File: config.mk
export PLATFORM = sky130hd
export DESIGN_NAME = adc_frame_packer
export DESIGN_NICKNAME = d
export VERILOG_FILES = /design/src/rtl/adc_frame_packer.sv
export SDC_FILE = /design/constraint.sdc
export NUM_CORES = 1
export LEC_CHECK = 0
export ABC_AREA = 1
export CORE_UTILIZATION = 30
export CTS_BUF_LIST = sky130_fd_sc_hd__clkbuf_8
export DETAILED_ROUTE_END_ITERATION = 12
export MAX_ROUTING_LAYER = met4
export PLACE_DENSITY = 0.48
export SETUP_SLACK_MARGIN = 0.3
export SLEW_MARGIN = 20
export SYNTH_ARGS = -nofsm -noshare
export SYNTH_HDL_FRONTEND = slang
export SYNTH_SLANG_ARGS = --single-unit
File: constraint.sdc
create_clock -name sys_clk -period 1.98 [get_ports sys_clk]
set_input_delay 0.396 -clock sys_clk [delete_from_list [all_inputs] [get_ports sys_clk]]
set_output_delay 0.396 -clock sys_clk [all_outputs]
set_load 0.1 [all_outputs]
File: src/rtl/adc_frame_packer.sv
// adc_frame_packer: converts 10-bit offset-binary ADC samples into signed
// complex FFT input words and frames them as an AXI-stream with tlast every
// FRAME_LEN beats. A small first-word-fall-through skid FIFO sits between
// the sample strobe and the stream so the FFT core may apply backpressure.
//
// state | meaning
// ------+--------------------------------------------------------------
// IDLE  | not capturing; samples discarded, start arms capture
// RUN   | samples written to the FIFO, input count advances per strobe
// DRAIN | last frame captured, waiting for its tlast beat to leave
module adc_frame_packer #(
   parameter int FRAME_LEN    = 1024,
   parameter int FIFO_DEPTH   = 16,
   parameter bit CONT_DEFAULT = 1'b1
) (
   input  logic        sys_clk,
   input  logic        sys_rst,
   input  logic [9:0]  ad_data,
   input  logic        ad_valid,
   input  logic        start,
   input  logic        cont_mode,
   output logic [31:0] m_axis_tdata,
   output logic        m_axis_tvalid,
   input  logic        m_axis_tready,
   output logic        m_axis_tlast,
   output logic        busy,
   output logic        overflow,
   output logic [15:0] frame_cnt
);

   localparam int CW = $clog2(FRAME_LEN);
   localparam int AW = $clog2(FIFO_DEPTH);
   localparam logic [CW-1:0] LAST_IDX = CW'(FRAME_LEN - 1);

   typedef enum logic [1:0] {IDLE, RUN, DRAIN} state_t;

   state_t          state;
   logic [CW-1:0]   in_cnt;
   logic [CW-1:0]   beat_cnt;
   logic            cont_q;
   logic            cont_next;
   logic [AW:0]     wr_ptr;
   logic [AW:0]     rd_ptr;
   logic [15:0]     mem [FIFO_DEPTH];
   logic [15:0]     sample_real;
   logic            fifo_empty;
   logic            fifo_full;
   logic            rd_en;
   logic            wr_en;
   logic            drop;
   logic            in_last;

   // Offset binary to two's complement: flip the MSB, then sign-extend.
   assign sample_real = {{6{~ad_data[9]}}, ~ad_data[9], ad_data[8:0]};

   assign fifo_empty = (wr_ptr == rd_ptr);
   assign fifo_full  = (wr_ptr[AW] != rd_ptr[AW]) &&
                       (wr_ptr[AW-1:0] == rd_ptr[AW-1:0]);

   assign rd_en   = m_axis_tvalid && m_axis_tready;
   // A read in the same cycle frees the slot, so a full FIFO still accepts.
   assign wr_en   = (state == RUN) && ad_valid && (!fifo_full || rd_en);
   assign drop    = (state == RUN) && ad_valid && fifo_full && !rd_en;
   assign in_last = (in_cnt == LAST_IDX);

   // Mode register only picks up cont_mode on the frame-end strobe.
   assign cont_next = ((state == RUN) && ad_valid && in_last) ? cont_mode : cont_q;

   assign m_axis_tvalid = !fifo_empty;
   assign m_axis_tdata  = fifo_empty ? 32'h0 : {16'h0000, mem[rd_ptr[AW-1:0]]};
   assign m_axis_tlast  = (beat_cnt == LAST_IDX);
   assign busy          = (state != IDLE);

   // Sequencing FSM: arming, input sample count, frame end and overflow flag.
   always_ff @(posedge sys_clk) begin
      if (sys_rst) begin
         state    <= IDLE;
         in_cnt   <= '0;
         cont_q   <= CONT_DEFAULT;
         overflow <= 1'b0;
      end else begin
         cont_q <= cont_next;
         if (drop) begin
            overflow <= 1'b1;
         end
         case (state)
            IDLE: begin
               if (start) begin
                  state    <= RUN;
                  overflow <= 1'b0;
               end
            end
            RUN: begin
               // Dropped samples still count so frames end on schedule.
               if (ad_valid) begin
                  if (in_last) begin
                     in_cnt <= '0;
                     if (!cont_next) begin
                        state <= DRAIN;
                     end
                  end else begin
                     in_cnt <= in_cnt + 1'b1;
                  end
               end
            end
            DRAIN: begin
               if (rd_en && m_axis_tlast) begin
                  state <= IDLE;
               end
            end
            default: state <= IDLE;
         endcase
      end
   end

   // FIFO storage; contents need no reset because the pointers gate tvalid.
   always_ff @(posedge sys_clk) begin
      if (wr_en) begin
         mem[wr_ptr[AW-1:0]] <= sample_real;
      end
   end

   // FIFO pointers.
   always_ff @(posedge sys_clk) begin
      if (sys_rst) begin
         wr_ptr <= '0;
         rd_ptr <= '0;
      end else begin
         if (wr_en) begin
            wr_ptr <= wr_ptr + 1'b1;
         end
         if (rd_en) begin
            rd_ptr <= rd_ptr + 1'b1;
         end
      end
   end

   // Output beat counter and completed-frame counter; only reset clears them.
   always_ff @(posedge sys_clk) begin
      if (sys_rst) begin
         beat_cnt  <= '0;
         frame_cnt <= '0;
      end else if (rd_en) begin
         if (m_axis_tlast) begin
            beat_cnt  <= '0;
            frame_cnt <= frame_cnt + 16'd1;
         end else begin
            beat_cnt <= beat_cnt + 1'b1;
         end
      end
   end

endmodule

# Word-level counts from Yosys, hierarchy flattened
# Memories as Yosys holds them, arrays and structs flattened. A register that Yosys moved wholly into a read port is not among the register bits.
# Cells that the tools add are included.
# totals
register_bits,50
ramBits,256
in_bits,16
output_inout_bits,52
wordCells,61
mem_count,1
# classes
add_sub_neg,5
eq_ne,12
mux,17
n_bitwise,1
reduce_logical,17
# memory_table
memory,words,word_bits,read_ports,rd_clocked_by_memory_dff,wr,line_no,text
mem,16,16,1,1,1,44,logic [15:0] mem [FIFO_DEPTH];
# ops
op,n
"adder 10 x 1 -> 10 bit, second input constant",2
"== test 10 bit, second input constant",2
two-way mux 10 bit,2
"adder 16 x 1 -> 16 bit, second input constant",1
two-way mux 16 bit,1
"adder 5 x 1 -> 5 bit, second input constant",2
two-way mux 2 bit,5
"!= test 2 bit, second input constant",5
logical AND 1 bit,8
two-way mux 4 bit,2
two-way mux 1 bit,6
case mux 2 bit (3 select lines),1
== test 5 bit,1
AND reduction 5 bit,1
== test 4 bit,1
AND reduction 2 bit,2
zero test 1 bit,3
"== test 2 x 1 -> 1 bit, second input constant",1
"== test 2 bit, second input constant",1
zero test 2 bit,1
nonzero test 2 bit,1
logical OR 1 bit,1
!= test 1 bit,1
NOT 1 bit,1

# Depth between registers and ports, before layout
# logic_depth
word_depth,8
depth_mapped,11
mapped_depth_nobuf,10

# Least setup slack after synthesis
# No wires, ideal clock.
# synth_timing
path_kind,flip-flop to output port
start,reg wr_ptr[2]
end,out m_axis_tdata[10]
t_arrival_ps,4952
required_ps,1584
setup_slack_ps,-3368
stages_incl_launch_ff,10
path_buffers,3
cell_sequence,dfxtp_1 -> buf_4 -> inv_2 -> nand2_1 -> nand2_1 -> nor2_2 -> nand3_2 -> clkbuf_1 -> a21boi_0 -> buf_4
# synth_via
elab_chain_len,2
# synth_rtl
item,line_no,text
from (decl),42,logic [AW:0] wr_ptr;
from (signal assigned),130,wr_ptr <= wr_ptr + 1'b1;
== test 5 bit,56,assign fifo_empty = (wr_ptr == rd_ptr);
two-way mux 16 bit,70,"assign m_axis_tdata = fifo_empty ? 32'h0 : {16'h0000, mem[rd_ptr[AW-1:0]]};"
to (decl),22,"output logic [31:0] m_axis_tdata,"
# Every way passes these cells.

==> summary.md <==
| Metric | Value |
|---|---|
| Ys Warns | `0` |
| Area contributors post-synth | `edfxtp_1 50%, dfxtp_1 11%, nand2_1 6.4%` |
| Final cycle utilization of the critical path | `130%` |
| TritonRoute pass-1 iters | `5` |
| Flop2flop setup slack | `0.10 ns` |
| Min cycle time layout | `2.58 ns` |
| CTS Buf Count | `40` |
| Crit. End Element | `output pin` |
| Seq/Total Area, Yosys | `61.2%` |
| Setup TNS | `-9.49 ns` |
| Worst-path clk slew | `0.06 ns` |
| Fmax | `388 MHz` |
| Share of cells above drive strength 1 | `31.5%` |
| Vias | `7,308` |
| Syn avg cell area | `10.0 sq um` |
| Number of setup violations in the final report | `17` |
| Chip height | `181 um` |
| Crit path DAT | `2.18 ns` |
| Vias in the first global route | `7,327` |
| Leakage | `0.00492 uW` |
| Worst Path Required | `1.58 ns` |
| Switching part of the total | `31.5%` |
| Initial antenna violation count | `0` |
| Clock latency on the worst-skew pair | `0.53 ns` |
| Ant. Diodes | `0` |
| Int Pwr | `8500 uW` |
| Hold Crit Class | `in -> reg` |
| Total wire length | `26,400 um` |
| VDD IR max | `493 uV` |
| Max Cap Viol | `0` |
| CTS tree | `yes` |
| Post-route ant nets | `0` |
| Worst Path Max Fanout | `8` |
| Total Routing Usage GR | `16.6%` |
| Status | `finished, violations left` |
| Die Wd | `181 um` |
| Final instance area | `13,500 sq um` |
| 1st-iter DRT viols | `405` |
| Drc violations | `0` |
| First-pass GRT wire length | `40,900 um` |
| Core footprint | `31,600 sq um` |
| IO Pins | `68` |
| Dpl hpwl | `16,100 um` |
| Combinational share of power | `26.7%` |
| Slew margin rel. | `57.5%` |
| Critical path class | `reg -> out` |
| Placed inst area | `11,500 sq um` |
| Slew at the pin with the worst max-slew slack | `0.637 ns` |
| Synthesized flop and latch total | `214` |
| Failing checks | `negative setup slack` |
| Via density | `4.69` |
| GRT overflow | `0` |
| Synth-to-Final Area Change | `40.5%` |
| Slew Limit Fails | `0` |
| Cells after DPL | `1,425` |
| Reg power frac | `39.4%` |
| Most frequent cells in the layout | `160 x edfxtp_1, 156 x nand2_1, 114 x inv_1` |
| RSZ-0062 raised after global routing | `true` |
| Synth top area share | `49.9%` |
| Post-synth top area cell | `edfxtp_1` |
| Final Hold Viols | `0` |
| Power Total | `12,400 uW` |
| Finished Layout Cells | `1,557` |
| H-tree depth | `2` |
| Final GP Congestion | `0.781` |
| Final WS setup | `-0.599 ns` |
| Total clock sinks | `214` |
| Clock power share | `33.9%` |
| Netlist cell types | `39` |
| Root Driver | `clkbuf_8` |
| Final nets | `1,149` |
| Power density cells | `918 nW/um^2` |
| Cell count after synthesis | `962` |
| Area of the mapped netlist | `9620 sq um` |
| Die area | `32,800 sq um` |
| Switching power | `3910 uW` |
| Commonest non-fill, non-tap cell in the layout | `edfxtp_1` |
| Longest Clk Path Bufs | `3` |
| Routed wire per std cell | `16.9 um` |
| Largest net degree at the start of global routing | `37` |
| Initial Util | `30.5%` |
| Std-Cell Rows | `65` |
| Critical Path Start Type | `flop` |
| I/O Buffers | `51` |
| Clk_skew | `0.0201 ns` |
==> cells in the mapped netlist, drive strengths merged <==
cell type	instances
nand2	166
edfxtp	160
inv	118
nand3	87
a21oi	80
nor2	61
dfxtp	54
o21ai	51
buf	45
o211ai	40
clkbuf	22
nand4	17
xor2	12
a21boi	10
xnor2	10
nor3	9
ha	8
nand3b	3
clkinv	2
or2	2
a211oi	1
and3	1
conb	1
nor3b	1
o21bai	1
==> flip-flops by register name (all words and copies together), names as in the netlist, named ones only <==
signal and count:
wr_ptr 5, state 2, rd_ptr 5, in_cnt 10, overflow 1, frame_cnt 16, beat_cnt 10, cont_q 1
mem 160
==> power by group through the flow <==
stage / logic [uW] / clock network, uW / registers, uW
after detailed placement: 2720 / 0 / 5000
after global routing: 3490 / 4530 / 4890
after CTS: 3200 / 4320 / 4890
final: 3320 / 4200 / 4890
after global placement: 2730 / 0 / 5000
after floorplan: 1990 / 0 / 4970
==> metal layers <==
| metal | global-route usage, % | vias up | routed length [um] |
|---|---|---|---|
| met2 | 26.8 | 170 | 12700 |
| met3 | 2.82 | 45 | 1310 |
| met5 | - | - | 0 |
| li1 | - | 3604 | - |
| met4 | 4.78 | 0 | 505 |
| met1 | 21.4 | 3489 | 11800 |
==> critical path, stage by stage (launching register included) <==
cell      delay [ns]
dfxtp_4         0.36
buf_12          0.16
buf_12          0.13
nand2_2         0.04
o211ai_1        0.12
nand3_1         0.15
nand3_2         0.13
a21boi_4        0.21
buf_12          0.17
buf_12          0.18
==> what timing repair did <==
action                     4_1_cts  5_1_grt
pin swaps                       54       33
setup endpoints to repair      211      215
cloned                          10        5
resized for setup              109       58
hold buffers                     0        0
setup buffers                   32       13
==> logic make-up after synthesis <==
kind of cell	synth area share [%]
other cells	0.0390
simple gates	16.2
buf+inv	8.66
fa+ha+maj	1.04
xor+xnor	2.00
compound gates	10.9
flops	61.2
==> metrics by stage <==
step | utilization, % | setup WS (ns) | hold WS, ns
2_1_floorplan | - | -0.535 | 0.424
3_3_place_gp | 36.4 | -0.163 | 0.437
3_5_place_dp | 36.4 | -0.187 | 0.463
4_1_cts | 41.8 | -0.612 | 0.437
5_1_grt | 42.8 | -0.677 | 0.464
6_report | 42.8 | -0.599 | 0.456
==> final cells by class <==
type	instances	area [sq um]
clock buffers	41	564
multi-input cells	581	3650
flip-flops and latches	214	5940
clock inverters	31	214
fillers	3051	18000
repair buffers	168	2180
well taps	402	503
inverters	120	468
==> path summary, 6_finish.rpt <==
path,depth (start not counted),from,to
worst min-delay path,3,start,state[0]
worst max-delay path,9,flop,m_axis_tdata[15]
worst max register to register,14,rd_ptr[1],mem[5][1]
worst min register to register,2,cont_q,cont_q
No activity file was read; power rests on OpenSTA's default activity.
